## src/rtl/sc_fir_pkg.sv

```systemverilog
// rtl/sc_fir_pkg.sv - shared constants and types for the SC FIR sequencer
package sc_fir_pkg;

  localparam int N      = 12;
  localparam int LENGTH = 19;
  localparam int IDX_W  = 5;
  localparam int EPOCH  = 1 << N;

  typedef enum logic [1:0] {IDLE, RUN, DRAIN, DONE} state_t;

  // x^8+x^6+x^5+x^4+1 on a left-shifting register feeds back bits 7,5,4,3
  localparam logic [7:0] LFSR_SEED = 8'h01;
  localparam logic [7:0] LFSR_TAPS = 8'hB8;

endpackage

```

## src/rtl/sc_tap_selector.sv

```systemverilog
// rtl/sc_tap_selector.sv - tap index generator for the SC FIR sequencer
// Round-robin by default; an 8-bit LFSR picks taps when SC_RAND_SEL_EN is defined.
module sc_tap_selector
  import sc_fir_pkg::*;
(
  input  logic             clock,
  input  logic             reset,
  input  logic             clear,
  input  logic             advance,
  output logic [IDX_W-1:0] tap_sel
);

`ifdef SC_RAND_SEL_EN
  logic [7:0] lfsr_q, lfsr_d;

  // The LFSR free-runs across epochs; clear intentionally has no effect here
  always_comb begin
    lfsr_d = lfsr_q;
    if (advance) begin
      lfsr_d = {lfsr_q[6:0], ^(lfsr_q & LFSR_TAPS)};
    end
  end

  always_ff @(posedge clock) begin
    if (reset) begin
      lfsr_q <= LFSR_SEED;
    end else begin
      lfsr_q <= lfsr_d;
    end
  end

  assign tap_sel = IDX_W'(lfsr_q % 8'(LENGTH));
`else
  logic [IDX_W-1:0] cnt_q, cnt_d;

  always_comb begin
    cnt_d = cnt_q;
    if (clear) begin
      cnt_d = '0;
    end else if (advance) begin
      cnt_d = (cnt_q == IDX_W'(LENGTH - 1)) ? '0 : cnt_q + 1'b1;
    end
  end

  always_ff @(posedge clock) begin
    if (reset) begin
      cnt_q <= '0;
    end else begin
      cnt_q <= cnt_d;
    end
  end

  assign tap_sel = cnt_q;
`endif

endmodule

```

## src/rtl/sc_fir_sequencer.sv

```systemverilog
// rtl/sc_fir_sequencer.sv - runs one stochastic FIR epoch per accepted sample
// Tap order comes from sc_tap_selector (LFSR order when SC_RAND_SEL_EN is defined).
module sc_fir_sequencer
  import sc_fir_pkg::*;
(
  input  logic             clock,
  input  logic             reset,
  input  logic             in_valid,
  input  logic [N:0]       in_data,
  output logic             in_ready,
  output logic             sc_run,
  output logic [IDX_W-1:0] tap_sel,
  output logic [N:0]       tap_data,
  input  logic             sc_bit,
  output logic             out_valid,
  output logic [N:0]       out_data,
  input  logic             out_ready,
  output logic             busy
);

  localparam logic [N:0] ACC_MAX = (N + 1)'(EPOCH);

  state_t       state_q, state_d;
  logic [N-1:0] epoch_q, epoch_d;
  logic [N:0]   acc_q;
  logic         run_q;
  logic         accept;
  logic [N:0]   dly_q [LENGTH];

  always_comb begin
    state_d   = state_q;
    epoch_d   = epoch_q;
    accept    = 1'b0;
    in_ready  = 1'b0;
    sc_run    = 1'b0;
    out_valid = 1'b0;
    unique case (state_q)
      IDLE: begin
        in_ready = 1'b1;
        if (in_valid) begin
          accept  = 1'b1;
          epoch_d = '0;
          state_d = RUN;
        end
      end
      RUN: begin
        sc_run  = 1'b1;
        epoch_d = epoch_q + 1'b1;
        if (&epoch_q) state_d = DRAIN;
      end
      DRAIN: state_d = DONE;
      DONE: begin
        out_valid = 1'b1;
        if (out_ready) state_d = IDLE;
      end
      default: state_d = IDLE;
    endcase
  end

  // run_q lines up with sc_bit, which returns one cycle after its sc_run cycle
  always_ff @(posedge clock) begin
    if (reset) begin
      state_q <= IDLE;
      epoch_q <= '0;
      acc_q   <= '0;
      run_q   <= 1'b0;
      for (int k = 0; k < LENGTH; k++) dly_q[k] <= '0;
    end else begin
      state_q <= state_d;
      epoch_q <= epoch_d;
      run_q   <= sc_run;
      if (accept) begin
        acc_q    <= '0;
        dly_q[0] <= in_data;
        for (int k = 1; k < LENGTH; k++) dly_q[k] <= dly_q[k-1];
      end else if (run_q && sc_bit && acc_q != ACC_MAX) begin
        acc_q <= acc_q + 1'b1;
      end
    end
  end

  sc_tap_selector u_tap_sel (
    .clock   (clock),
    .reset   (reset),
    .clear   (accept),
    .advance (sc_run),
    .tap_sel (tap_sel)
  );

  assign tap_data = dly_q[tap_sel];
  assign out_data = acc_q;
  assign busy     = (state_q != IDLE);

endmodule

```

## config.mk

```make
export PLATFORM = sky130hd
export DESIGN_NAME = sc_fir_sequencer
export DESIGN_NICKNAME = d
export VERILOG_FILES = /design/src/rtl/sc_fir_pkg.sv /design/src/rtl/sc_tap_selector.sv /design/src/rtl/sc_fir_sequencer.sv
export SDC_FILE = /design/constraint.sdc
export NUM_CORES = 1
export LEC_CHECK = 0
export CORE_AREA = 2 2 231 119
export CTS_CLUSTER_DIAMETER = 120
export DETAILED_ROUTE_END_ITERATION = 16
export DIE_AREA = 0 0 233 121
export DONT_BUFFER_PORTS = 1
export GPL_ROUTABILITY_DRIVEN = 0
export PLACE_DENSITY = 0.75
export SYNTH_ARGS = -nofsm -noshare
export SYNTH_HDL_FRONTEND = slang
export SYNTH_SLANG_ARGS = --single-unit
```

## constraint.sdc

```tcl
create_clock -name clock -period 10 [get_ports clock]
set_input_delay 2 -clock clock [delete_from_list [all_inputs] [get_ports clock]]
set_output_delay 2 -clock clock [all_outputs]
set_load 0.05 [all_outputs]
```

* Word-level counts from Yosys, hierarchy flattened
Memories as Yosys holds them, arrays and structs flattened. A register that Yosys moved wholly into a read port is not among the register bits.
Cells that the tools add are included.
** Cells by class
- Add/subtract/negate cells :: 3
- Equal/unequal tests :: 8
- Muxes and demuxes :: 38
- Bitwise operators :: 19
- Reduce and logical (&&, ||, !) cells :: 9
** Operator list (number)
- $mux W13 :: 19
- $pmux W12 S2 :: 1
- $or A1 B1 Y1 :: 19
- $mux W5 :: 3
- $add A13 B1 Y13 const B :: 1
- $ne A13 B13 Y1 const B :: 1
- $add A12 B1 Y12 const B :: 1
- $mux W12 :: 1
- $reduce_and A12 Y1 :: 1
- $mux W1 :: 10
- $pmux W2 S4 :: 1
- $mux W2 :: 3
- $ne A2 B2 Y1 const B :: 3
- $add A5 B1 Y5 const B :: 1
- $eq A5 B5 Y1 const B :: 1
- $eq A2 B2 Y1 const B :: 2
- $reduce_bool A2 Y1 :: 2
- $reduce_and A3 Y1 :: 1
- $eq A2 B1 Y1 const B :: 1
- $logic_and A1 B1 Y1 :: 2
- $logic_not A2 Y1 :: 1
- $reduce_and A2 Y1 :: 1
- $reduce_or A2 Y1 :: 1
** Storage, ports and cells
- Register bits :: 33
- Memory bits (writable) :: 247
- Input port bits :: 18
- Output and inout bits :: 35
- Word-level logic and storage cells :: 83
- Memories kept :: 1
** Memory list
- dly_q :: depth 19, bits a word 13, read ports 19, clocked after Yosys merged registers in 1, write ports 19, RTL line sc_fir_sequencer.sv:28 : logic [N:0] dly_q [LENGTH];

* Depth between registers and ports, before layout
Gate-level depths: netlist of the first run.
- Depth after elaboration :: 6
- Mapped depth :: 8
- Mapped depth without buffers :: 6

* By module
From an unflattened synthesis of the first run, not the netlist that was laid out.
** Unflattened totals
- Cells, all modules :: 878
- Area, all modules :: 12783.5 um^2
** By module, submodules not included
- sc_fir_sequencer :: times used 1, cells each 853, area an instance 12524.5 um^2
- sc_tap_selector :: times used 1, cells each 25, area an instance 259.0 um^2

* Worst setup path after synthesis of the first run
No wires, ideal clock.
- Path kind :: input -> register
- Start point :: in in_valid
- End point :: mem dly_q[0][0] in the netlist's numbering (enable)
- Library setup time :: 0.707 ns
- Arrival time :: 9.153 ns
- Data required time :: 9.293 ns
- Slack :: 0.140 ns
- Stages :: 3
- Buffers on the path :: 1
- Cells stage by stage :: a21oi_1 > inv_1 > clkbuf_1
** RTL lines
- from (decl) :: RTL line sc_fir_sequencer.sv:8 : input logic in_valid,
- to (decl) :: RTL line sc_fir_sequencer.sv:28

==> summary.md, run 1 <==
| Metric | Value |
|---|---|
| Flops & latches, synth | `285` |
| End point of the critical path | `tap_data[5]` |
| Fmax | `roughly 190 MHz` |
| Clk Latency, worst-skew pair | `roughly 0.54 ns` |
| Crit end category | `output port` |
| H-tree depth | `1` |
| First-pass GRT wire length | `between 30 and 40 mm` |
| Leakage | `slightly above 5 nW` |
| Top-count cell post-synth | `edfxtp_1` |
| Hold Path Class | `register to register` |
| Comb power frac | `17.3%` |
| Post-Synthesis Cells | `approximately 900` |
| Sequential Power Share | `between 50% and 60%` |
| Seq/Total Area, Yosys | `between 60% and 70%` |
| Avg Vias per Cell | `5.61` |
| FF-to-FF setup slack | `a little over 6 ns` |
| Hold Buf Count CTS | `0` |
| Die area | `28200 sq um` |
| NetSw | `roughly 0.94 mW` |
| Period minus WS final | `between 5 and 6 ns` |
| Width of the die | `between 200 and 250 microns` |
| Total wire length | `about 24 mm` |
| Commonest cells in the synthesized netlist | `edfxtp_1, and2_1, clkbuf_1` |
| Std cell rows | `42` |
| Core ar. | `between 20000 and 30000 sq um` |
| Critical path class | `register to output port` |
| Register Area | `around 8000 sq um` |
| Grt total ovfl | `0` |
| Initial antenna violation count | `5` |
| Max FO, Critical Path | `70` |
| WP data required | `8.00 ns` |
| WL/cell | `19.0 microns` |
| CP cell instances | `buf_4 -> mux4_1 -> mux2_2 -> a22oi_1 -> o21ai_1` |
| Total GRT Usage | `between 10% and 20%` |
| Drt first pass iters | `5` |
| Pre-CTS WS | `a little over 5 ns` |
| Setup_tns | `0 ns` |
| Clk buf depth | `3` |
| Status | `completed` |
| IO Port Bufs | `0` |
| CTS Root Cell | `clkbuf_16` |
| Worst slew margin | `20.6%` |
| RSZ-0062 raised after global routing | `false` |
| Reg2Reg Depth | `7` |
| Critical path startpoint category | `register` |
| IO Pins | `53` |
| Largest area contributor in the netlist | `edfxtp_1` |
| Top cell type's share of synthesized area | `a little under three fifths` |
| Final Hold Violating Endpoints | `0` |
| Sw frac | `between 20 and 30%` |
| Clk pin slew, worst setup/hold paths | `0.07 ns` |
| Total CTS buffers | `26` |
| Ranking of synthesized cells by area | `edfxtp_1, and2_1, dfxtp_1` |
| Post-Syn Area | `12900 sq um` |
| Ys flop type | `edfxtp_1` |
| Area Growth Syn to Fin | `9.10%` |
| Share of cells above drive strength 1 | `11.2%` |
| Clock sinks | `~290` |
| FILL cells | `around 2000` |
| Area of the multi-input gates | `about 4500 sq um` |
| Vias post-DR | `between 6000 and 7000` |
| Worst-margin pin slew | `1.18 ns` |
| Nets@finish | `between 800 and 900` |
| Setup bufs post-CTS | `0` |
| Cell internal pwr | `about 2.4 mW` |
| Slew Limit Fails | `0` |
| Period utilization | `a little over half` |
| Syn nets | `~900` |
| Mapped Avg Cell Area | `approximately 15 sq um` |
| Number of flops mapped to enable cells by yosys | `about 250` |
| DRC errors left | `0` |
| Skew final | `roughly 0.024 ns` |
| ANT nets after route | `0` |
| Worst path arrival time | `between 3 and 4 ns` |
| Largest net degree at the start of global routing | `between 100 and 150` |
| Clock power frac | `just over 30%` |
| Final setup viols | `0` |
| DP Wirelength | `roughly 14 mm` |
| Peak supply drop | `approximately 160 uV` |
| Post-cts sizing count | `0` |
| Distinct cells, synth | `40` |
| Max-cap viol count | `0` |
| CTS tree | `built` |
| Final worst slack | `between 4 and 5 ns` |
| Ys Warns | `0` |
| Reg2reg end | `dly_q[0][8]` |
| Starting DRC count in detailed routing | `between 600 and 700` |
| Die Ht | `around 120 microns` |
| CP max stage delay | `roughly 0.8 ns` |
| Critical-path top delay cell | `buf_4` |
| Power Density | `roughly 240 nW/um^2` |
| Initial core utilization | `about half` |
| Ys async rst share | `0%` |
| Launching point of the worst reg2reg path | `state_q[0]` |
| Number of global-route vias before repair | `between 6000 and 7000` |
==> area by class of cell <==
class / instances / area share (%)
Tap cell: 352 / 3.13
Multi-Input combinational cell: 540 / 31.6
Timing Repair Buffer: 8 / 0.427
Antenna cell: 2 / 0.0356
Inverter: 9 / 0.294
Clock inverter: 18 / 1.48
Clock buffer: 30 / 4.80
Sequential cell: 285 / 58.2
==> worst min path at each step <==
stage                          start    endpoint  slack (ns)  cells after the start
final                     epoch_q[0]  epoch_q[0]        0.49                      2
after global routing      epoch_q[0]  epoch_q[0]        0.53                      2
after CTS                 epoch_q[0]  epoch_q[0]        0.49                      2
after detailed placement  epoch_q[0]  epoch_q[0]        0.48                      2
after global placement    epoch_q[0]  epoch_q[0]        0.47                      2
after floorplan           epoch_q[0]  epoch_q[0]        0.45                      2
==> per-layer routing <==
metal,track usage (%),routed length [microns],vias up
li1,-,-,3231
met5,0,13,-
met1,25.6,11300,3536
met4,3.50,418,2
met3,3.31,1360,32
met2,25.7,10500,181
==> critical path, delay by kind of cell (launching register included) <==
family	cells	cell delay, ns
buffers and inverters	1	0.82
AO/OA/AOI/OAI	2	0.56
multiplexers	2	0.99
flip-flops	1	0.44
==> flip-flops by register name (all words and copies together) (netlist names), named ones only <==
register / cells
run_q: 1
state_q: 2
epoch_q: 12
dly_q: 247
out_data: 13
u_tap_sel.tap_sel: 5
==> power by group through the flow <==
stage	clock (mW)	combinational [mW]	sequential, mW
floorplan	0	0.480	1.74
global placement	0	0.569	1.74
detailed placement	0	0.584	1.75
CTS	1.05	0.587	1.73
global route	1.10	0.629	1.76
finish	1.03	0.578	1.73
==> layout by cell type (no fill, tap or decap), types with 3 or more instances in the layout <==
cell | Yosys | routed
nor3_1 | 6 | 6
xor2_1 | 9 | 9
dfxtp_1 | 38 | 35
clkbuf_1 | 39 | 3
mux2_2 | 14 | 14
nand4_1 | 12 | 12
mux4_2 | 29 | 29
clkinv_1 | 0 | 4
o21ai_1 | 13 | 13
clkinv_2 | 0 | 5
nor4_1 | 3 | 3
and2_1 | 235 | 235
a31o_2 | 3 | 3
and3_1 | 4 | 4
xnor2_1 | 10 | 10
clkinvlp_4 | 0 | 3
o21ai_0 | 16 | 16
a22oi_1 | 13 | 13
inv_1 | 9 | 8
nor2b_1 | 16 | 16
nand2_1 | 27 | 27
nand2b_1 | 6 | 6
a21oi_1 | 10 | 10
edfxtp_1 | 247 | 247
clkbuf_16 | 0 | 26
nor2_1 | 30 | 29
mux4_1 | 23 | 23
bufinv_16 | 0 | 4
buf_4 | 1 | 8
mux2i_1 | 30 | 30
ha_1 | 10 | 10
nand3_1 | 7 | 7
==> kinds of logic after synthesis <==
group	after synthesis	synth area share, %
compound gates	61	2.84
xor+xnor	19	1.29
fa+ha+maj	10	0.970
buf+inv	61	2.10
flops	285	63.4
mux	96	13.3
simple gates	354	16.1
==> stage by stage <==
step	utilization, %	power, mW	std cells	hold slack [ns]	area (sq um)
3_5_place_dp	50.5	2.33	1194	0.476	13200
6_report	53.9	3.34	1244	0.492	14100
5_1_grt	53.9	3.48	1244	0.525	14100
3_3_place_gp	50.5	2.31	1194	0.465	13200
4_1_cts	53.8	3.36	1242	0.489	14100
2_1_floorplan	-	2.22	886	0.453	12900
No activity file was read; power rests on OpenSTA's default activity.
==> inputs of run 2 (changes only) <==
PLACE_DENSITY = 0.72   (was 0.75)
clock period = 5.51 ns   (was 10 ns; I/O delays follow)
==> run 2 against run 1 <==
Effect of this change: global-route usage hardly changed; combinational power increased by 76%; largest cell class unchanged; count of clock-buffer cells in the layout rose by 1.
==> summary.md, run 2 (synthesis gave the netlist of run 1 again) <==
| Metric | Value |
|---|---|
| Status | `completed` |
| Setup bufs post-CTS | `0` |
| Initial antenna violation count | `1` |
| Layout Cells excl Fill | `1243` |
| FF-to-FF setup slack | `~2.3 ns` |
| Critical-path top delay cell | `dfxtp_4` |
| RSZ-0062 raised after global routing | `false` |
| Clk pin slew, worst setup/hold paths | `0.07 ns` |
| Number of global-route vias before repair | `~7000` |
| Core ar. | `26100 sq um` |
| IO Port Bufs | `0` |
| Hold Buf Count CTS | `0` |
| Final setup viols | `0` |
| Critical path startpoint category | `register` |
| Critical path class | `register to output port` |
| Power Density | `438 nW/um^2` |
| WL/cell | `between 15 and 20 microns` |
| DRC errors left | `0` |
| CP top delay family | `flip-flops` |
| Most common cell after layout, fill and taps aside | `edfxtp_1` |
| Die area | `28200 sq um` |
| Largest net degree at the start of global routing | `between 150 and 200` |
| Share of cells above drive strength 1 | `between 10% and 20%` |
| Total CTS buffers | `26` |
| Placed Area | `~13000 sq um` |
| Max FO, Critical Path | `65` |
| Final core utilization | `54.2%` |
| H-tree depth | `1` |
| CP cell instances | `mux4_1 -> mux2_2 -> a22oi_1 -> o21ai_1` |
| Slew Limit Fails | `0` |
| Period utilization | `78.3%` |
| Register Area | `between 8000 and 9000 sq um` |
| Peak supply drop | `approximately 240 uV` |
| CP max stage delay | `roughly 1.0 ns` |
| Area Growth Syn to Fin | `9.77%` |
| Max-cap viol count | `0` |
| DP Wirelength | `around 13 mm` |
| Worst-margin pin slew | `between 1 and 1.5 ns` |
| Worst path arrival time | `about 3.2 ns` |
| Hold Path Class | `register to register` |
| Vias post-DR | `6943` |
| WP data required | `approximately 4.4 ns` |
| Buffers & Inverters on Critical Path | `0` |
| Period minus WS final | `roughly 4.3 ns` |
| CTS Root Cell | `clkbuf_16` |
| Avg Vias per Cell | `about 5.6` |
| Initial core utilization | `49.4%` |
| Biggest register | `dly_q` |
| Final Hold Violating Endpoints | `0` |
| Post-cts sizing count | `0` |
| Crit end category | `output port` |
| Total GRT Usage | `17.0%` |
| Grt total ovfl | `0` |
| First-pass GRT wire length | `between 30 and 40 mm` |
| Clk buf depth | `3` |
| Std cell rows | `42` |
| Total wire length | `~24 mm` |
| ANT nets after route | `0` |
| Nets@finish | `897` |
| CTS tree | `built` |
| Clk Latency, worst-skew pair | `~0.55 ns` |
| Width of the die | `between 200 and 250 microns` |
| IO Pins | `53` |
| Max reg flops | `around 250` |
| Worst slew margin | `around a fifth` |
| Die Ht | `between 100 and 150 microns` |
| Skew final | `0.0162 ns` |
| Fmax | `around 230 MHz` |
| Drt first pass iters | `5` |
| Starting DRC count in detailed routing | `~700` |
| Non-Filler Cell Area, Final | `~14000 sq um` |
| Dpl cells | `around 1200` |
| Commonest non-fill, non-tap cells in the layout | `edfxtp_1, and2_1, dfxtp_1` |
| Area of the multi-input gates | `4450 sq um` |
| Leakage | `5.08 nW` |
| Clock sinks | `roughly 290` |
| Setup_tns | `0 ns` |
| FILL cells | `roughly 2000` |
run 2: worst register-to-register path, cell delays in order (launching register included):
cell	delay, ns
dfxtp_1	0.34
inv_1	0.11
ha_1	0.64
a21oi_1	0.42
inv_8	0.61
buf_12	0.74
run 2: through the flow:
| step | hold slack, ns | setup slack, ns | total power [mW] |
|---|---|---|---|
| 6_report | 0.484 | 1.20 | 6.20 |
| 4_1_cts | 0.480 | 1.14 | 6.26 |
| 3_3_place_gp | 0.457 | 1.76 | 4.19 |
| 3_5_place_dp | 0.471 | 1.73 | 4.23 |
| 2_1_floorplan | 0.453 | 0.329 | 3.98 |
| 5_1_grt | 0.502 | 0.984 | 6.47 |
run 2: path summary, 6_finish.rpt:
check,from,end,depth (start not counted)
setup reg to reg,state_q[1],dly_q[0][4],5
hold reg to reg,epoch_q[0],epoch_q[0],2
setup / recovery,register,tap_data[6],4
hold / removal,epoch_q[0],epoch_q[0],2
run 2: area by class of cell:
cell class | instances | area share, %
Sequential cell | 285 | 57.8
Multi-Input combinational cell | 540 | 31.5
Clock buffer | 31 | 4.80
Tap cell | 352 | 3.11
Clock inverter | 17 | 1.91
Timing Repair Buffer | 7 | 0.548
Inverter | 9 | 0.292
Antenna cell | 2 | 0.0354
run 2: routing by layer:
layer / part of all wire, % / global-route usage (%) / vias up
li1: - / - / 3232
met2: 44 / 25.8 / 135
met3: 5.1 / 3.62 / 30
met1: 49 / 25.7 / 3546
met4: 1.3 / 2.99 / 0
met5: 0 / 0 / -
run 2: report_power, final:
group	internal (mW)	leakage, nW	switching, mW	total [mW]
Sequential	2.90	2.98	0.269	3.17
Clock	1.21	0.471	0.803	2.01
Combinational	0.374	1.63	0.645	1.02
==> variant (flow settings as in run 2) <==
The option `SC_RAND_SEL_EN` is turned on by a define.
--- a/src/rtl/sc_tap_selector.sv
+++ b/src/rtl/sc_tap_selector.sv
@@ -1,5 +1,7 @@
 // rtl/sc_tap_selector.sv - tap index generator for the SC FIR sequencer
 // Round-robin by default; an 8-bit LFSR picks taps when SC_RAND_SEL_EN is defined.
+`define SC_RAND_SEL_EN
+
 module sc_tap_selector
   import sc_fir_pkg::*;
 (
Check against the original RTL: not equivalent (Yosys sat finds a counterexample within 4 cycles, from zero or initial values and one cycle with reset high).
==> variant against run 2 <==
The flow now finishes with violations (negative setup slack). Clock skew grew 0.0022 ns. Cell area grew 35%. Worst setup slack lost 2.3 ns. First-iteration DRC count grew to 2.6 times the old value. Synthesized area grew 24%. Critical endpoint is now tap_data[3]. Sequential cell count shrank 2. Die area is the same. Wire length grew 87%.
Power is not compared: it rests on default switching activity, and its combinational part moved more than twofold at a synthesized area within 25%.
==> variant: results (changes against run 2) <==
metric,value,unit,change
Worst Hold Path EP,epoch_q[6]$_SDFFE_PP0P_,,was epoch_q[0]$_SDFFE_PP0P_
Syn Nets,1592,,was 914
status,finished with violations,,was finished clean
Post-DP Area,0.0173,mm2,was 0.0132 mm2
violated checks,negative setup slack,,
Diodes inserted,0,,was 2
Synth Area in Adders,0.00784,,was 0.00970
Critical R2R Launch,state_q[0]$_SDFFE_PP0P_,,was state_q[1]$_SDFFE_PP0P_
Synth Area in XOR/XNOR,0.0126,,was 0.0129
Worst Reg-to-Reg Cells,6,,was 5
Initial DRC Count,1803,,was 692
post-synth cell types,75,,was 40
CP max stage delay,0.63,ns,was 1.04 ns
Final #Nets,1660,,was 897
port bufs,0,,unchanged
fillcell total,1791,,was 1994
DR pass1 iterations,6,,was 5
Critical Path AT,5.49,ns,was 3.21 ns
# resized after CTS,38,,was 0
worst r2r dst,dly_q[0][11]$_SDFFCE_PN0P_,,was dly_q[0][4]$_SDFFCE_PN0P_
"slowest stage cell, crit path",or4_4,,was dfxtp_4
final setup margin,-1.08,ns,was 1.20 ns
Setup crit end,tap_data[3],,was tap_data[6]
Synth Instances,1564,,was 886
pre-CTS setup slack,-0.584,ns,was 1.73 ns
post-synthesis sequential area ratio,0.510,,was 0.634
cts bufs inserted,27,,was 26
Setup Viol. Count Final,15,,was 0
GRT Total Usage,0.303,,was 0.170
number of global-route vias before repair,12400,,was 6963
total negative slack,-14.24,ns,was 0 ns
routed vias,13500,,was 6943
worst-path maximum fanout,12,,was 65
Clock Latency Late Sink,0.57,ns,was 0.55 ns
Post-CTS Setup Bufs,24,,was 0
crit-path leading delay family,simple AND/OR/NAND/NOR gates,,was flip-flops
Vias/cell,6.76,,was 5.59
Worst Skew,0.0185,ns,was 0.0162 ns
main area contributors after synthesis,"edfxtp_1 47%, a221oi_1 11%, and2_1 9.3%",,"was edfxtp_1 58%, and2_1 11%, dfxtp_1 5.9%"
pin count of the biggest net entering global routing,119,,was 184
hold_ws,0.488,ns,was 0.484 ns
Synth top cells by count,"247 x edfxtp_1, 238 x and2_1, 199 x a221oi_1",,"was 247 x edfxtp_1, 235 x and2_1, 39 x clkbuf_1"
Placed Cells,1920,,was 1193
proportion of synthesized area in mux cells,0.0126,,was 0.133
reg2reg setup slack,2.36,ns,was 2.26 ns
hold path startpoint,epoch_q[6]$_SDFFE_PP0P_,,was epoch_q[0]$_SDFFE_PP0P_
layout cells sized above 1,0.197,,was 0.115
global-route wire length before repair,67.5,mm,was 37.9 mm
==> variant: report_power, final <==
group | total [uW] | switching, uW | internal [uW] | leakage, uW
Combinational | 4210 | 2540 | 1670 | 0.00368
Sequential | 3390 | 426 | 2970 | 0.00296
Clock | 2030 | 853 | 1180 | 0.000460
Total | 9630 | 3820 | 5810 | 0.00710
==> variant: cell type report <==
type / count / area [um2] / area share
Sequential cell: 283 / 8150 / 0.428
Multi-Input combinational cell: 1126 / 7610 / 0.400
Timing Repair Buffer: 178 / 1840 / 0.0963
Clock buffer: 36 / 772 / 0.0405
Tap cell: 352 / 440 / 0.0231
Clock inverter: 14 / 180 / 0.00945
Inverter: 16 / 67.6 / 0.00354
==> variant: routing by layer <==
metal / GRT usage / vias up / part of all wire
met5: 0 / - / 0
met4: 0.0792 / 0 / 0.021
met3: 0.0557 / 86 / 0.11
met2: 0.457 / 766 / 0.44
met1: 0.450 / 6592 / 0.43
li1: - / 6105 / -
